### src/rtl/id_ex_stage.sv
// ID/EX pipeline register for the RV32I core, with load-use hazard detection,
// flush/busy handling and a saturating count of inserted load-use bubbles.
module id_ex_stage #(
    parameter int XLEN  = 32,
    parameter int CNT_W = 16
) (
    input  logic            clk,
    input  logic            rst,
    input  logic            id_valid,
    input  logic [XLEN-1:0] id_pc,
    input  logic [4:0]      id_rs1,
    input  logic [4:0]      id_rs2,
    input  logic [4:0]      id_rd,
    input  logic            id_use_rs1,
    input  logic            id_use_rs2,
    input  logic [XLEN-1:0] id_rs1_data,
    input  logic [XLEN-1:0] id_rs2_data,
    input  logic [XLEN-1:0] id_imm,
    input  logic [3:0]      id_alu_op,
    input  logic            id_alu_src,
    input  logic            id_mem_read,
    input  logic            id_mem_write,
    input  logic            id_reg_write,
    input  logic [1:0]      id_wb_sel,
    input  logic            flush,
    input  logic            ex_busy,
    output logic            stall_if_id,
    output logic            ex_valid,
    output logic [XLEN-1:0] ex_pc,
    output logic [XLEN-1:0] ex_rs1_data,
    output logic [XLEN-1:0] ex_rs2_data,
    output logic [XLEN-1:0] ex_imm,
    output logic [4:0]      ex_rs1,
    output logic [4:0]      ex_rs2,
    output logic [4:0]      ex_rd,
    output logic [3:0]      ex_alu_op,
    output logic            ex_alu_src,
    output logic            ex_mem_read,
    output logic            ex_mem_write,
    output logic            ex_reg_write,
    output logic [1:0]      ex_wb_sel,
    output logic [CNT_W-1:0] bubble_cnt
);

    localparam logic [CNT_W-1:0] CNT_MAX = '1;

    logic lu_hazard;
    logic load_bubble;

    // A load to x0 never produces a value worth waiting for.
    assign lu_hazard = ex_valid & ex_mem_read & (ex_rd != 5'd0) & id_valid &
                       ((id_use_rs1 & (id_rs1 == ex_rd)) |
                        (id_use_rs2 & (id_rs2 == ex_rd)));

    assign stall_if_id = (lu_hazard & ~flush) | ex_busy;
    assign load_bubble = ~ex_busy & (flush | lu_hazard);

    always_ff @(posedge clk) begin
        if (rst || load_bubble) begin
            ex_valid     <= 1'b0;
            ex_pc        <= '0;
            ex_rs1_data  <= '0;
            ex_rs2_data  <= '0;
            ex_imm       <= '0;
            ex_rs1       <= 5'd0;
            ex_rs2       <= 5'd0;
            ex_rd        <= 5'd0;
            ex_alu_op    <= 4'd0;
            ex_alu_src   <= 1'b0;
            ex_mem_read  <= 1'b0;
            ex_mem_write <= 1'b0;
            ex_reg_write <= 1'b0;
            ex_wb_sel    <= 2'd0;
        end else if (!ex_busy) begin
            ex_valid     <= id_valid;
            ex_pc        <= id_pc;
            ex_rs1_data  <= id_rs1_data;
            ex_rs2_data  <= id_rs2_data;
            ex_imm       <= id_imm;
            ex_rs1       <= id_rs1;
            ex_rs2       <= id_rs2;
            ex_rd        <= id_rd;
            ex_alu_op    <= id_alu_op;
            ex_alu_src   <= id_alu_src;
            // An empty slot must never touch memory, write back or forward.
            ex_mem_read  <= id_valid & id_mem_read;
            ex_mem_write <= id_valid & id_mem_write;
            ex_reg_write <= id_valid & id_reg_write;
            ex_wb_sel    <= id_wb_sel;
        end
    end

    always_ff @(posedge clk) begin
        if (rst) begin
            bubble_cnt <= '0;
        end else if (!ex_busy && !flush && lu_hazard && (bubble_cnt != CNT_MAX)) begin
            bubble_cnt <= bubble_cnt + 1'b1;
        end
    end

endmodule
### config.mk
export PLATFORM = sky130hd
export DESIGN_NAME = id_ex_stage
export DESIGN_NICKNAME = d
export VERILOG_FILES = /design/src/rtl/id_ex_stage.sv
export SDC_FILE = /design/constraint.sdc
export NUM_CORES = 1
export LEC_CHECK = 0
export ABC_AREA = 1
export CAP_MARGIN = 40
export CORE_ASPECT_RATIO = 1.75
export CORE_MARGIN = 8
export CORE_UTILIZATION = 23
export DETAILED_ROUTE_END_ITERATION = 8
export MAX_ROUTING_LAYER = met4
export PLACE_DENSITY_LB_ADDON = 0.1
export SYNTH_ARGS = -nofsm -noshare
export SYNTH_HDL_FRONTEND = slang
export SYNTH_SLANG_ARGS = --single-unit
### constraint.sdc
create_clock -name clk -period 2.2 [get_ports clk]
set_input_delay 0.44 -clock clk [delete_from_list [all_inputs] [get_ports clk]]
set_output_delay 0.44 -clock clk [all_outputs]
set_load 0.005 [all_outputs]
Yosys cells after proc, flatten, opt, wreduce, memory -nomap -nowiden

Index checks and enable logic that the tools add are counted.

Input bits: 160
Latch bits: 0
Memories kept: 0
Register bits after elaboration: 170
Output and inout port bits: 171
RAM bits: 0
Word-level logic and storage cells: 42
ROM bits: 0

Reduce and logical (&&, ||, !) cells: 7
$add $sub $neg: 1
Eq/ne operators: 3
Bitwise gates (word level): 16
Shift operators: 0
$mul: 0
Multiplexer cells: 0
Divide/modulo/power cells: 0
Order comparisons: 0

Operators by type and width:

| kind                  | count |
|---|---|
| $add 16x1->16 const B | 1 |
| $ne 16x16->1 const B  | 1 |
| $and 1x1->1           | 11 |
| $eq 5x5->1            | 2 |
| $reduce_bool 5->1     | 1 |
| $logic_and 1x1->1     | 3 |
| $or 1x1->1            | 3 |
| $logic_not 1->1       | 2 |
| $not 1->1             | 2 |
| $logic_or 1x1->1      | 1 |

Logic depth before layout (Yosys ltp)

Word-level depth: 7
Gate-level depth with buffers: 12
Depth with buffers taken out: 11

Worst setup path before layout

Ideal clock, no wire load.

Kind: flip-flop to flip-flop
Start point: reg bubble_cnt[0]
End point: reg bubble_cnt[13]
Required time: 2.082 ns
Arrival: 1.605 ns
Setup time: 0.118 ns
Path slack: 0.477 ns
Cell stages (with the launch flop): 10
Period minus slack after synthesis: 1.723 ns
Cell sequence: dfxtp_1 -> ha_1 -> nand2_1 -> nor2_2 -> nand4_1 -> o21ai_2 -> buf_2 -> o21bai_1 -> nand2_1 -> nor2_1

Longest elaborated chain between the ends: 2
Elaborated cells on any way between the ends: 3
Those cells by class: add/sub: 1; eq/ne: 1; reduce/logical: 1

RTL lines:

| item                                                                  | RTL line | text |
|---|---|---|
| from (decl)                                                           | 42       | `output logic [CNT_W-1:0] bubble_cnt` |
| from (signal assigned)                                                | 97       | `bubble_cnt <= bubble_cnt + 1'b1;` |
| parallel branches: the longest is 2 deep, another holds $add 16x1->16 | n/a      |  |

Several ways; the timed one is not identified.
A chain may end at the register's enable or synchronous reset.

Worst setup path in the final report

Start point: in id_rs1[4]
End point: out stall_if_id

Longest elaborated chain between the ends: 6

RTL lines:

| item        | RTL line | text |
|---|---|---|
| from (decl) | 11       | `input logic [4:0] id_rs1,` |
| $eq 5x5->1  | 52       | `((id_use_rs1 & (id_rs1 == ex_rd)) \|` |
| $and 1x1->1 | 52       |  |
| $or 1x1->1  | 52       |  |
| $and 1x1->1 | 51       | `assign lu_hazard = ex_valid & ex_mem_read & (ex_rd != 5'd0) & id_valid &` |
| $and 1x1->1 | 55       | `assign stall_if_id = (lu_hazard & ~flush) \| ex_busy;` |
| $or 1x1->1  | 55       |  |
| to (decl)   | 27       | `output logic stall_if_id,` |

Every way passes these cells.

==> impl_metrics.py <==
metrics = {
    "sta": {
        "finClkSkew_ns": 0.00909,
        "drv_slew": 0,
        "fin_setup_tns_ns": 0,
        "hold_viol": 0,
        "setup_violations": 0,
        "rsz0062_at_grt": "no",
        "tightest_slew_ns": 0.531,
        "period_share_pct": 95.0,
        "relSlewSlack_pct": 64.6,
        "fmax_mhz": 478,
        "whs_ns": 0.452,
        "fin_crit_ns": 2.09,
    },
    "hold_path": {
        "min_path_type": "primary input to flip-flop",
        "min_path_cells": 3,
    },
    "synthesis": {
        "syn-cell-area_mm2": 0.00655,
        "synth.distinct_cells": 27,
        "synth.net_count": 878,
        "syn_area_per_cell_um2": 9.13,
        "synth-seq-cells": 170,
        "synth-seq-area-share_pct": 52.0,
        "yosysWarnings": 0,
        "postSynthCellCount": 717,
    },
    "clocking": {
        "htreeDepth": 4,
        "clkSinkCount": 170,
        "post-cts-setup-buffers": 0,
        "cts.clk_slew.worst_paths_ns": 0.07,
        "cts_tree": "built",
        "clockBufferDepth": 2,
        "cts-root-buf": "clkbuf_16",
        "cts_buffers": 17,
        "clk_latency_ns": 0.44,
    },
    "global_routing": {
        "grt_pass1_vias": 6086,
        "grt_pass1_wl_mm": 36.4,
        "grt.overflow.total": 0,
        "grt_max_degree": 60,
        "global_route.usage.met3_pct": 6.05,
        "met1_usage_pct": 13.6,
        "busiest_layer": "met2",
        "gr-usage-all-layers_pct": 14.9,
        "antenna_found_initial": 3,
        "grtUsageMet2_pct": 26.7,
    },
    "final_layout": {
        "layout_common_cells": "327 x clkdlybuf4s50_1, 192 x nor2_1, 168 x dfxtp_1",
        "final_common_cell": "clkdlybuf4s50_1",
        "synthToLayoutAreaGrowth_pct": 68.1,
        "final_nets": 1215,
        "drive_gt1_share_pct": 6.19,
    },
    "critical_path": {
        "crit_end": "stall_if_id",
        "cp-start-kind": "primary input",
        "arrival_ns": 1.65,
        "critPathMostFrequentCell": "nand2_1",
        "rrSetupSlack_ns": 0.45,
        "critPathLaunch": "id_rs1[4]",
        "crit_buf_inv": 3,
        "worstPathRequired_ns": 1.76,
        "end_kind": "output pin",
        "worstSetupPathType": "primary input to output pin",
        "cp_cell_sequence": "clkdlybuf4s50_1 -> inv_1 -> nand2_1 -> nand2_1 -> nor2_1 -> nand3_1 -> nand2_2 -> nand3_2 -> nand2_1 -> clkbuf_2",
        "crit_slowest_cell": "clkdlybuf4s50_1",
        "crit_fanout": 2,
        "path_delay_family": "buffers and inverters",
        "critPathMaxStageDelay_ns": 0.47,
        "timing.rr.start": "bubble_cnt[0]",
        "rr_worst_depth": 9,
        "worstReg2RegEnd": "bubble_cnt[10]",
        "cp.depth": 10,
    },
    "place": {
        "routabilityCongestion": 0.802,
        "dp_hpwl_mm": 19.4,
        "port_buffers": 330,
    },
    "route": {
        "ant_nets": 0,
        "drt-vias-per-instance": 4.09,
        "firstDrtPassIters": 4,
        "detail_route.wl_per_cell_um": 17.2,
        "wl_mm": 24.8,
        "vias": 5922,
        "drtIter0Drc": 118,
        "drc": 0,
    },
    "power_and_ir_drop": {
        "powerDensity_mw_per_mm2": 657,
        "ir_worst_vdd_v": 0.000495,
        "p_leak_uw": 0.00459,
        "p_total_uw": 7230,
    },
    "floorplan": {
        "initial_core_util_pct": 23.1,
        "die_width_um": 144,
        "io_pins": 331,
        "dieArea_mm2": 0.0343,
        "chipHeight_um": 239,
        "coreArea_mm2": 0.0283,
        "num_rows": 82,
    },
    "run": {
        "maxCapViolations": 0,
    },
    "run_status": {
        "status": "completed",
    },
}
==> final cells by class <==
class	instances	area (um2)
tap	378	473
inverter	28	105
antenna	3	7.51
clock inverter	7	70.1
fill	2954	17300
clock buffer	24	462
multi-input combinational	481	2870
timing repair buffer	356	3610
sequential	170	3410
==> metrics by stage <==
step           worst slack, ns  std cells  instance area [um2]  utilization (%)
3_3_place_gp            -0.294       1413                10500             37.0
2_1_floorplan            0.477        717                 6550                -
6_report                 0.110       1447                11000             38.9
3_5_place_dp            -0.303       1413                10500             37.0
4_1_cts                 0.0137       1444                11000             38.9
5_1_grt                 0.0101       1447                11000             38.9
==> state kept, by name (all words and copies together), names as in the netlist <==
name          cells
ex_valid          1
ex_rd             5
ex_rs2            5
ex_alu_src        1
ex_rs1_data      32
ex_alu_op         4
ex_pc            32
ex_reg_write      1
ex_wb_sel         2
ex_rs1            5
ex_mem_write      1
ex_rs2_data      32
bubble_cnt       16
ex_imm           32
ex_mem_read       1
==> cells in the mapped netlist <==
library cell | instances | area, um2
and3_1 | 1 | 6.26
o21ai_2 | 2 | 17.5
o21bai_1 | 9 | 67.6
xor2_1 | 7 | 61.3
dfxtp_1 | 170 | 3400
a21oi_1 | 2 | 10.0
buf_1 | 4 | 15.0
nand2_1 | 80 | 300
clkbuf_1 | 14 | 52.6
inv_1 | 23 | 86.3
and2_1 | 1 | 6.26
buf_6 | 1 | 11.3
nor2_1 | 193 | 724
inv_2 | 3 | 11.3
mux2i_1 | 137 | 1370
nand3_1 | 9 | 45.0
buf_4 | 2 | 15.0
clkinv_1 | 2 | 7.51
nand3_2 | 1 | 10.0
nor3_1 | 9 | 45.0
nand4_1 | 4 | 25.0
buf_2 | 17 | 85.1
ha_1 | 1 | 12.5
o21ai_0 | 14 | 70.1
nor2_2 | 2 | 12.5
a22oi_1 | 3 | 22.5
xnor2_1 | 6 | 52.6
==> report_power, final <==
part | switching (uW) | leakage (uW) | total, uW | internal (uW)
sequential | 74.1 | 0.00139 | 3300 | 3220
combinational | 410 | 0.00294 | 1100 | 693
clock | 1250 | 0.000258 | 2830 | 1580
==> routing by layer <==
layer,wire length [um],vias up
li1,-,3001
met2,13400,198
met1,8740,2701
met5,0,-
met4,436,0
met3,2240,22
==> worst reg2reg max path, delay by kind of cell, from the launching register on <==
family                   cells  cell delay, ns
AO/OA/AOI/OAI                2            0.27
adder cells (fa/ha/maj)      1            0.21
buffers and inverters        1            0.20
flip-flops                   1            0.40
AND/OR/NAND/NOR              5            0.54
==> worst min path at each step <==
stage | start | to | slack (ns)
floorplan | ex_wb_sel[1] | ex_wb_sel[1] | 0.50
global placement | ex_rs2_data[26] | ex_rs2_data[26] | 0.49
detailed placement | ex_rs1_data[12] | ex_rs1_data[12] | 0.50
CTS | ex_busy | ex_alu_op[3] | 0.43
global route | ex_busy | ex_rs1_data[30] | 0.46
finish | ex_busy | ex_alu_op[3] | 0.45
==> cell families after synthesis <==
| logic type | after synthesis | share of synthesized area (%) |
|---|---|---|
| AND/OR/NAND/NOR | 300 | 17.9 |
| multiplexers | 137 | 20.9 |
| AO/OA/AOI/OAI | 30 | 2.87 |
| XOR/XNOR | 13 | 1.74 |
| flip-flops | 170 | 52.0 |
| adder cells (fa/ha/maj) | 1 | 0.191 |
| buffers and inverters | 66 | 4.34 |
==> what timing repair did <==
action,4_1_cts,5_1_grt
pin swaps,1,3
endpoints found under the setup margin,1,1
resized for setup,5,4
hold buffers,0,0
Note: power is estimated with default switching activity, not from simulation.
